--- config.mk ---
export PLATFORM = sky130hd
export DESIGN_NAME = tick_period_meter
export DESIGN_NICKNAME = d
export VERILOG_FILES = /design/src/rtl/tick_period_meter.sv
export SDC_FILE = /design/constraint.sdc
export NUM_CORES = 1
export LEC_CHECK = 0
export BUFFER_PORTS_ARGS = -buffer_cell sky130_fd_sc_hd__buf_2
export CAP_MARGIN = 10
export CELL_PAD_IN_SITES_DETAIL_PLACEMENT = 1
export CELL_PAD_IN_SITES_GLOBAL_PLACEMENT = 1
export CORE_ASPECT_RATIO = 1.4
export CORE_MARGIN = 5
export CORE_UTILIZATION = 36
export DETAILED_ROUTE_END_ITERATION = 8
export PLACE_DENSITY_LB_ADDON = 0.1
export SYNTH_ARGS = -nofsm -noshare
export SYNTH_HDL_FRONTEND = slang
export SYNTH_SLANG_ARGS = --single-unit
--- constraint.sdc ---
create_clock -name clock -period 2.1 [get_ports clock]
set_input_delay 0.21 -clock clock [delete_from_list [all_inputs] [get_ports clock]]
set_output_delay 0.21 -clock clock [all_outputs]
set_load 0.01 [all_outputs]
--- src/rtl/tick_period_meter.sv ---
// Measures the gap between one-cycle ticks and reports the period d of a divider
// that pulses every d+1 clocks. Locks after LOCK_COUNT consecutive matches with expected.
module tick_period_meter #(
   parameter int WIDTH      = 28,
   parameter int LOCK_COUNT = 4
) (
   input  logic             clock,
   input  logic             reset_n,
   input  logic             tick_in,
   input  logic [WIDTH-1:0] expected,
   output logic [WIDTH-1:0] period_q,
   output logic             period_valid,
   output logic             locked,
   output logic             timeout,
   output logic [3:0]       tick_count
);

   typedef enum logic {IDLE, MEASURE} state_t;

   state_t           state, state_nx;
   logic [WIDTH-1:0] gap, gap_nx;
   logic [WIDTH-1:0] period_nx;
   logic             valid_nx, locked_nx, timeout_nx;
   logic [3:0]       count_nx;
   logic [3:0]       match, match_nx;

   function automatic logic lock_reached(input logic [3:0] m);
      return ({1'b0, m} + 5'd1) >= 5'(LOCK_COUNT);
   endfunction

   function automatic logic [3:0] match_sat_inc(input logic [3:0] m);
      if (lock_reached(m))
         return 4'(LOCK_COUNT);
      return m + 4'd1;
   endfunction

   always_ff @(posedge clock) begin
      if (!reset_n) begin
         state        <= IDLE;
         gap          <= '0;
         period_q     <= '0;
         period_valid <= 1'b0;
         locked       <= 1'b0;
         timeout      <= 1'b0;
         tick_count   <= 4'd0;
         match        <= 4'd0;
      end else begin
         state        <= state_nx;
         gap          <= gap_nx;
         period_q     <= period_nx;
         period_valid <= valid_nx;
         locked       <= locked_nx;
         timeout      <= timeout_nx;
         tick_count   <= count_nx;
         match        <= match_nx;
      end
   end

   always_comb begin
      state_nx   = state;
      gap_nx     = gap;
      period_nx  = period_q;
      valid_nx   = 1'b0;
      timeout_nx = 1'b0;
      locked_nx  = locked;
      count_nx   = tick_count;
      match_nx   = match;
      unique case (state)
         IDLE: begin
            gap_nx = '0;
            if (tick_in) begin
               state_nx = MEASURE;
               count_nx = tick_count + 4'd1;
            end
         end
         MEASURE: begin
            // A tick coinciding with saturation is still a valid measurement.
            if (tick_in) begin
               period_nx = gap;
               valid_nx  = 1'b1;
               gap_nx    = '0;
               count_nx  = tick_count + 4'd1;
               if (gap == expected) begin
                  match_nx  = match_sat_inc(match);
                  locked_nx = locked | lock_reached(match);
               end else begin
                  match_nx  = 4'd0;
                  locked_nx = 1'b0;
               end
            end else if (&gap) begin
               state_nx   = IDLE;
               gap_nx     = '0;
               timeout_nx = 1'b1;
               locked_nx  = 1'b0;
               match_nx   = 4'd0;
            end else begin
               gap_nx = gap + 1'b1;
            end
         end
         default: state_nx = IDLE;
      endcase
   end

endmodule

# Yosys cells after proc, flatten, opt, wreduce, memory -nomap -nowiden
# Index checks and enable logic that the tools add are counted.
# word_totals
reg_bits	68
out_inout_bits	35
# op_classes
addsub	4
n_lt_le_gt_ge	1
eq_ne	1
mux	21
bitwise	3
n_reduce_logical	6
# op_table
op	count
2-to-1 mux 28 bit	2
case mux 28 bit (2 select lines)	1
adder 28 x 1 -> 28 bit, second input constant	1
equality test 28 bit	1
AND reduction 28 bit	1
2-to-1 mux 4 bit	6
2-to-1 mux 1 bit	11
adder 4 x 1 -> 4 bit, second input constant	2
AND reduction 2 bit	3
adder 4 x 1 -> 5 bit, second input constant	1
>= comparator 5 x 3 -> 1 bit, second input constant	1
OR reduction 3 bit	1
inverter 1 bit	2
case mux 1 bit (2 select lines)	1
nonzero test 2 bit	1
bitwise OR 1 bit	1

# Logic depth before layout (Yosys ltp)
# Gate-level depths: netlist (run 1).
# logic_depth
depth_word	9
mapped_depth	7

# Worst setup path after synthesis (run 1)
# Ideal clock, no wire load.
# synth_timing
path_kind	reg2reg
start	reg gap[0]
end	reg gap[19]
setup_ps	115
arrival_ps	2005
required_time_ps	1985
setup_slack_ps	-20
stages_incl_launch_ff	8
cell_sequence	dfxtp_1 -> ha_1 -> nand4_1 -> or4_4 -> or4_4 -> nand4_4 -> buf_6 -> nor2_1
# synth_via
elab_chain_cells	4
elab_cells_between_ends	5
cone_classes	add/sub: 1; mux: 3; reduce/logical: 1
# synth_rtl
item	line_no	text
start, declared	21	logic [WIDTH-1:0] gap, gap_nx;
start signal, assigned	49	gap <= gap_nx;
adder 28 x 1 -> 28 bit / AND reduction 28 bit (equally long branches)	97, 90	
2-to-1 mux 28 bit *	90	end else if (&gap) begin
2-to-1 mux 28 bit *	78	if (tick_in) begin
case mux 28 bit (2 select lines) *	68	unique case (state)
# Mark *: on every way between the ends. The rest lies on a longest branch, timed or not.
# A chain may end at the register's enable or synchronous reset.

# Worst setup path after layout (run 1)
# layout_timing
start	reg gap[22]
end	reg gap[20]
# layout_via
elab_chain_cells	4
# layout_rtl
item	line_no
AND reduction 28 bit	90
2-to-1 mux 28 bit	90
2-to-1 mux 28 bit	78
case mux 28 bit (2 select lines)	68
# No other way between the ends.

==> impl_metrics.json, run 1 <==
{
  "syn_avg_cell_area_um2": 8.49,
  "synth_nets": 408,
  "status": "finished, violations left",
  "async_reset_ff_share_pct": 0,
  "final_cell_mix": "71 x nand2_1, 65 x buf_2, 62 x dfxtp_1",
  "cts-hold-fix-buffers": 0,
  "layout_commonest_cell": "nand2_1",
  "design.core.area_um2": 8610,
  "fillers": 1057,
  "crit_type": "flop to flop",
  "nets": 505,
  "area_delta_synth_final_pct": 34.3,
  "rsz0062_at_grt": "true",
  "multi_input_area_um2": 1690,
  "synth_area_um2": 3170,
  "synthFlopType": "dfxtp_1",
  "num_rows": 40,
  "cp-end-kind": "flop",
  "syn_inst": 373,
  "wire_per_inst_um": 15.7,
  "ys_seq_elements": 68,
  "via_count": 2823,
  "setup_violations": 2,
  "synth_cell_types": 35,
  "slew_violations": 0,
  "antenna_found_initial": 0,
  "dp_cells": 560,
  "tightest_slew_ns": 0.355,
  "grt_max_degree": 22,
  "die_area_um2": 10800,
  "grt_overflow": 0,
  "place_hpwl_um": 6800,
  "antenna_left": 0,
  "cap_violations": 0,
  "p_per_area_nw_per_um2": 684,
  "vias_per_cell": 4.88,
  "hold_viol": 0,
  "power_uw": 2910,
  "io_pins": 66,
  "slew_headroom_pct": 76.1,
  "clk_pin_slew_ns": 0.05,
  "fin_cells": 579,
  "fmaxAchievable_mhz": 475,
  "post-route-period-util_pct": 100,
  "root_buffer": "clkbuf_16",
  "p_leak_uw": 0.00165,
  "place.gp.congestion": 0.798,
  "synth_edf_count": 0,
  "period_needed_ns": 2.10,
  "grt_pass1_vias": 3013,
  "die_height_um": 121,
  "ys_seq_area_share_pct": 43.0,
  "drc": 0,
  "drive_gt1_share_pct": 30.4,
  "critPathRequiredTime_ns": 2.32,
  "yosysWarnings": 0,
  "drt-pass1-iter-count": 4,
  "antennaDiodeCount": 0,
  "final.setup.worst_slack_ns": -0.00392,
  "violations": "setup timing",
  "cts_max_level": 3,
  "cts_tree": "done",
  "seq_area_um2": 1370,
  "port_buffers": 65,
  "cts_made_buffers": 9,
  "insertion_delay_ns": 0.33,
  "hold_path.class": "input port to flop",
  "routed_wirelength_um": 9070,
  "start_util_pct": 36.8,
  "die_x_um": 89.3,
  "clock-sinks": 68,
  "first_iter_violations": 63,
  "max-clock-path-buffers": 2,
  "gr-usage-all-layers_pct": 17.8,
  "cp-start-kind": "flop",
  "worstPathArrival_ns": 2.32,
  "tns_ns": -0.00404,
  "grt_pass1_wl_um": 14500,
  "cp_max_fo": 7,
  "ir_worst_vdd_mv": 0.479,
  "fin_skew_ns": 0.00433
}
[critical path: stages (launching register included)]
cell and delay (ns):
dfxtp_2 0.35, nand4_4 0.11, or4_4 0.59, or4_4 0.55, nand4_4 0.17, clkbuf_16 0.18, nor2_1 0.04
[cell type report]
cell class	count	area share, %
Timing Repair Buffer	110	17.0
Inverter	14	1.24
Clock inverter	1	0.118
Clock buffer	14	6.68
Tap cell	105	3.09
Sequential cell	68	32.2
Multi-Input combinational cell	267	39.7
[stage by stage]
stage | area (um2) | hold slack, ns | worst slack [ns] | utilization (%)
floorplan | 3170 | 0.322 | 0.00699 | -
global placement | 3850 | 0.440 | 0.0703 | 44.7
detailed placement | 3850 | 0.443 | 0.0129 | 44.7
CTS | 4140 | 0.183 | 0.00290 | 48.1
global route | 4250 | 0.209 | -0.0486 | 49.4
finish | 4250 | 0.189 | -0.00392 | 49.4
[what timing repair did]
action,CTS,global route
gates resized for setup,1,16
setup endpoints to repair,1,29
gates cloned,0,2
pin swaps,0,9
setup buffers,0,2
[where the power goes]
group          internal [uW]  switching [uW]
Combinational           74.4            85.2
Clock                    919             522
Sequential              1300            8.17
Total                   2290             615
[cell families after synthesis]
group	Yosys count	synth area share [%]
simple gates	166	25.2
flops	68	43.0
fa+ha+maj	4	1.58
compound gates	39	8.97
xor+xnor	57	15.8
buf+inv	38	5.18
mux	1	0.316
[state kept, by name, indices dropped and copies added, names as in the netlist]
| register | count |
|---|---|
| period_q | 28 |
| match | 4 |
| locked | 1 |
| period_valid | 1 |
| tick_count | 4 |
| timeout | 1 |
| state | 1 |
| gap | 28 |
[Yosys cell counts, types with 2 or more instances]
cell type  instances  share of area (%)
nand2_1           71                8.4
dfxtp_1           68                 43
xnor2_1           41                 11
nor2_1            38                4.5
a21boi_0          28                6.6
clkbuf_1          16                1.9
xor2_1            16                4.4
inv_1             14                1.7
nand4_1           14                2.8
nand3_1           12                1.9
nor3_1             6               0.95
and2_1             5               0.99
buf_2              5               0.79
ha_1               4                1.6
nor4_1             4               0.79
o21ai_0            3               0.47
or4_4              3                1.1
a21oi_1            2               0.32
and3_1             2               0.40
buf_6              2               0.71
nor2b_1            2               0.40
nor4b_1            2               0.55
o211ai_1           2               0.47
o31ai_1            2               0.47
[layer usage]
metal	share of wire, %	track usage (%)
met5	0	0
met3	3.5	2.92
met4	3.0	9.50
met2	52	31.5
met1	41	19.5
[path summary, 6_finish.rpt]
path	endpoint	slack, ns	from	depth (start not counted)
worst max-delay path	gap[20]$_SDFF_PP0_	-0.004	gap[22]$_SDFF_PP0_	6
worst min-delay path	timeout$_SDFF_PP0_	0.19	tick_in	2
worst max register to register	gap[20]$_SDFF_PP0_	-0.004	gap[22]$_SDFF_PP0_	6
worst min register to register	match[3]$_SDFFE_PN0P_	0.45	match[3]$_SDFFE_PN0P_	2
(Power assumes the default switching activity.)
==> run 2, diff against run 1 <==
Settings changed: PLACE_DENSITY from default to 0.74, PLACE_DENSITY_LB_ADDON 0.1 to default.
==> run 2 against run 1 <==
Against the previous run:
- the run now ends clean
- final cell count down 0.35%
- wire length rose by 1.6%
- core utilization is 1.3 points lower
- hold slack improved by 0.047 ns
- maximum frequency is 2.8% higher
- register-to-register slack improved by 0.06 ns
- flip-flop and latch count stayed put
==> impl_metrics.json, run 2 (synthesis results as in run 1) <==
{
  "reg_top3": "gap (28), period_q (28)",
  "clock-sinks": 68,
  "whs_ns": 0.236,
  "period_needed_ns": 2.05,
  "die_x_um": 89.3,
  "slowest_stage": "or4_4",
  "antenna_found_initial": 0,
  "start_util_pct": 36.8,
  "tns_ns": 0,
  "met3_length_um": 393,
  "max_stage_delay_ns": 0.58,
  "r2r_cells": 6,
  "final_cell_mix": "71 x nand2_1, 65 x buf_2, 63 x dfxtp_1",
  "max-clock-path-buffers": 2,
  "insertion_delay_ns": 0.33,
  "design.core.area_um2": 8610,
  "crit_chain": "nand4_4 > or4_4 > or4_4 > nand4_4 > buf_12 > nor2_1",
  "die_area_um2": 10800,
  "drt-pass1-iter-count": 4,
  "hold_path.class": "input port to flop",
  "critical_path.top_delay_family": "simple AND/OR/NAND/NOR gates",
  "place_ws_ns": 0.00385,
  "clk_pin_slew_ns": 0.05,
  "die_height_um": 121,
  "nets": 503,
  "m1WireLength_um": 3570,
  "power_uw": 2780,
  "cts_made_buffers": 9,
  "post-route-period-util_pct": 97.4,
  "drc": 0,
  "antenna_left": 0,
  "cp_max_fo": 14,
  "layout_commonest_cell": "nand2_1",
  "num_rows": 40,
  "cts_tree": "done",
  "grt_max_degree": 30,
  "top_layer": "met4",
  "critPathRequiredTime_ns": 2.32,
  "tightest_slew_ns": 0.431,
  "ir_worst_vdd_mv": 0.444,
  "wire_per_inst_um": 16.0,
  "via_count": 2882,
  "cp-start-kind": "flop",
  "first_iter_violations": 89,
  "setup_violations": 0,
  "status": "completed",
  "slew_violations": 0,
  "io_pins": 66,
  "final.setup.worst_slack_ns": 0.0538,
  "worstPathArrival_ns": 2.27,
  "gr-usage-all-layers_pct": 18.3,
  "slew_headroom_pct": 71.0,
  "cts_max_level": 3,
  "utilization_pct": 48.1,
  "hold_depth": 2,
  "place.gp.congestion": 0.812,
  "cts-hold-fix-buffers": 0,
  "root_buffer": "clkbuf_16",
  "vias_per_cell": 4.99,
  "rsz0062_at_grt": "true",
  "hold_viol": 0,
  "cap_violations": 0,
  "grt_overflow": 0,
  "routed_wirelength_um": 9220,
  "cp-end-kind": "flop",
  "grt_pass1_vias": 3139,
  "cp.depth": 6,
  "place_hpwl_um": 7020,
  "dr_wl_met2_um": 4860,
  "p_leak_uw": 0.00160,
  "fillers": 1079,
  "drive_gt1_share_pct": 28.8,
  "crit_buf_inv": 1,
  "grt_pass1_wl_um": 14900,
  "p_per_area_nw_per_um2": 672,
  "area_delta_synth_final_pct": 30.8,
  "port_buffers": 65,
  "crit_type": "flop to flop",
  "antennaDiodeCount": 0,
  "fmaxAchievable_mhz": 489,
  "fin_skew_ns": 0.00456
}
-- run 2: changes by cell type in the layout (fill, tap and decap cells not counted), moves of 2 or more --
cell       change
clkinv_2       +2
clkbuf_16      -2
clkbuf_8       -4
clkbuf_1       +2
nor2_4         -4
nor2_1         +4
-- run 2: path summary, 6_finish.rpt --
check | end | slack [ns] | start
worst min register to register | match[3]$_SDFFE_PN0P_ | 0.44 | match[3]$_SDFFE_PN0P_
worst max-delay path | gap[24]$_SDFF_PP0_ | 0.05 | gap[22]$_SDFF_PP0_
worst min-delay path | timeout$_SDFF_PP0_ | 0.24 | tick_in
worst max register to register | gap[24]$_SDFF_PP0_ | 0.05 | gap[22]$_SDFF_PP0_
-- run 2: per-layer routing --
layer / vias to the layer above / GRT usage, %
li1: 1412 / -
met1: 1370 / 20.0
met2: 75 / 31.1
met3: 25 / 4.48
met4: 0 / 10.5
met5: - / 0
-- run 2: what timing repair did --
action / in CTS / in global routing
gates resized for setup: 0 / 10
cloned: 0 / 0
pin swaps: 2 / 4
buffers inserted: 1 / 2
endpoints found under the setup margin: 5 / 33
-- run 2: per-stage QoR --
stage / cells / cell area [um2]
after global placement: 559 / 3840
after global routing: 577 / 4140
after detailed placement: 559 / 3840
final: 577 / 4140
after CTS: 575 / 4100
after floorplan: 373 / 3170
-- run 2: worst register-to-register path: stages, from the launching register on --
cell and delay (ns):
dfxtp_2 0.35, nand4_4 0.11, or4_4 0.58, or4_4 0.56, nand4_4 0.12, buf_12 0.15, nor2_1 0.06
-- run 2: power breakdown --
part | switching (uW) | internal [uW] | total, uW
Sequential | 8.28 | 1300 | 1310
Clock | 533 | 786 | 1320
Combinational | 84.1 | 70.7 | 155
Total | 625 | 2160 | 2780
-- run 2: area by class of cell --
class	instances	area (um2)	share of cell area (%)
flip-flops and latches	68	1370	33.0
inverters	14	52.6	1.27
clock inverters	3	15.0	0.363
repair buffers	108	677	16.3
clock buffers	12	236	5.71
multi-input cells	267	1660	40.1
well taps	105	131	3.17
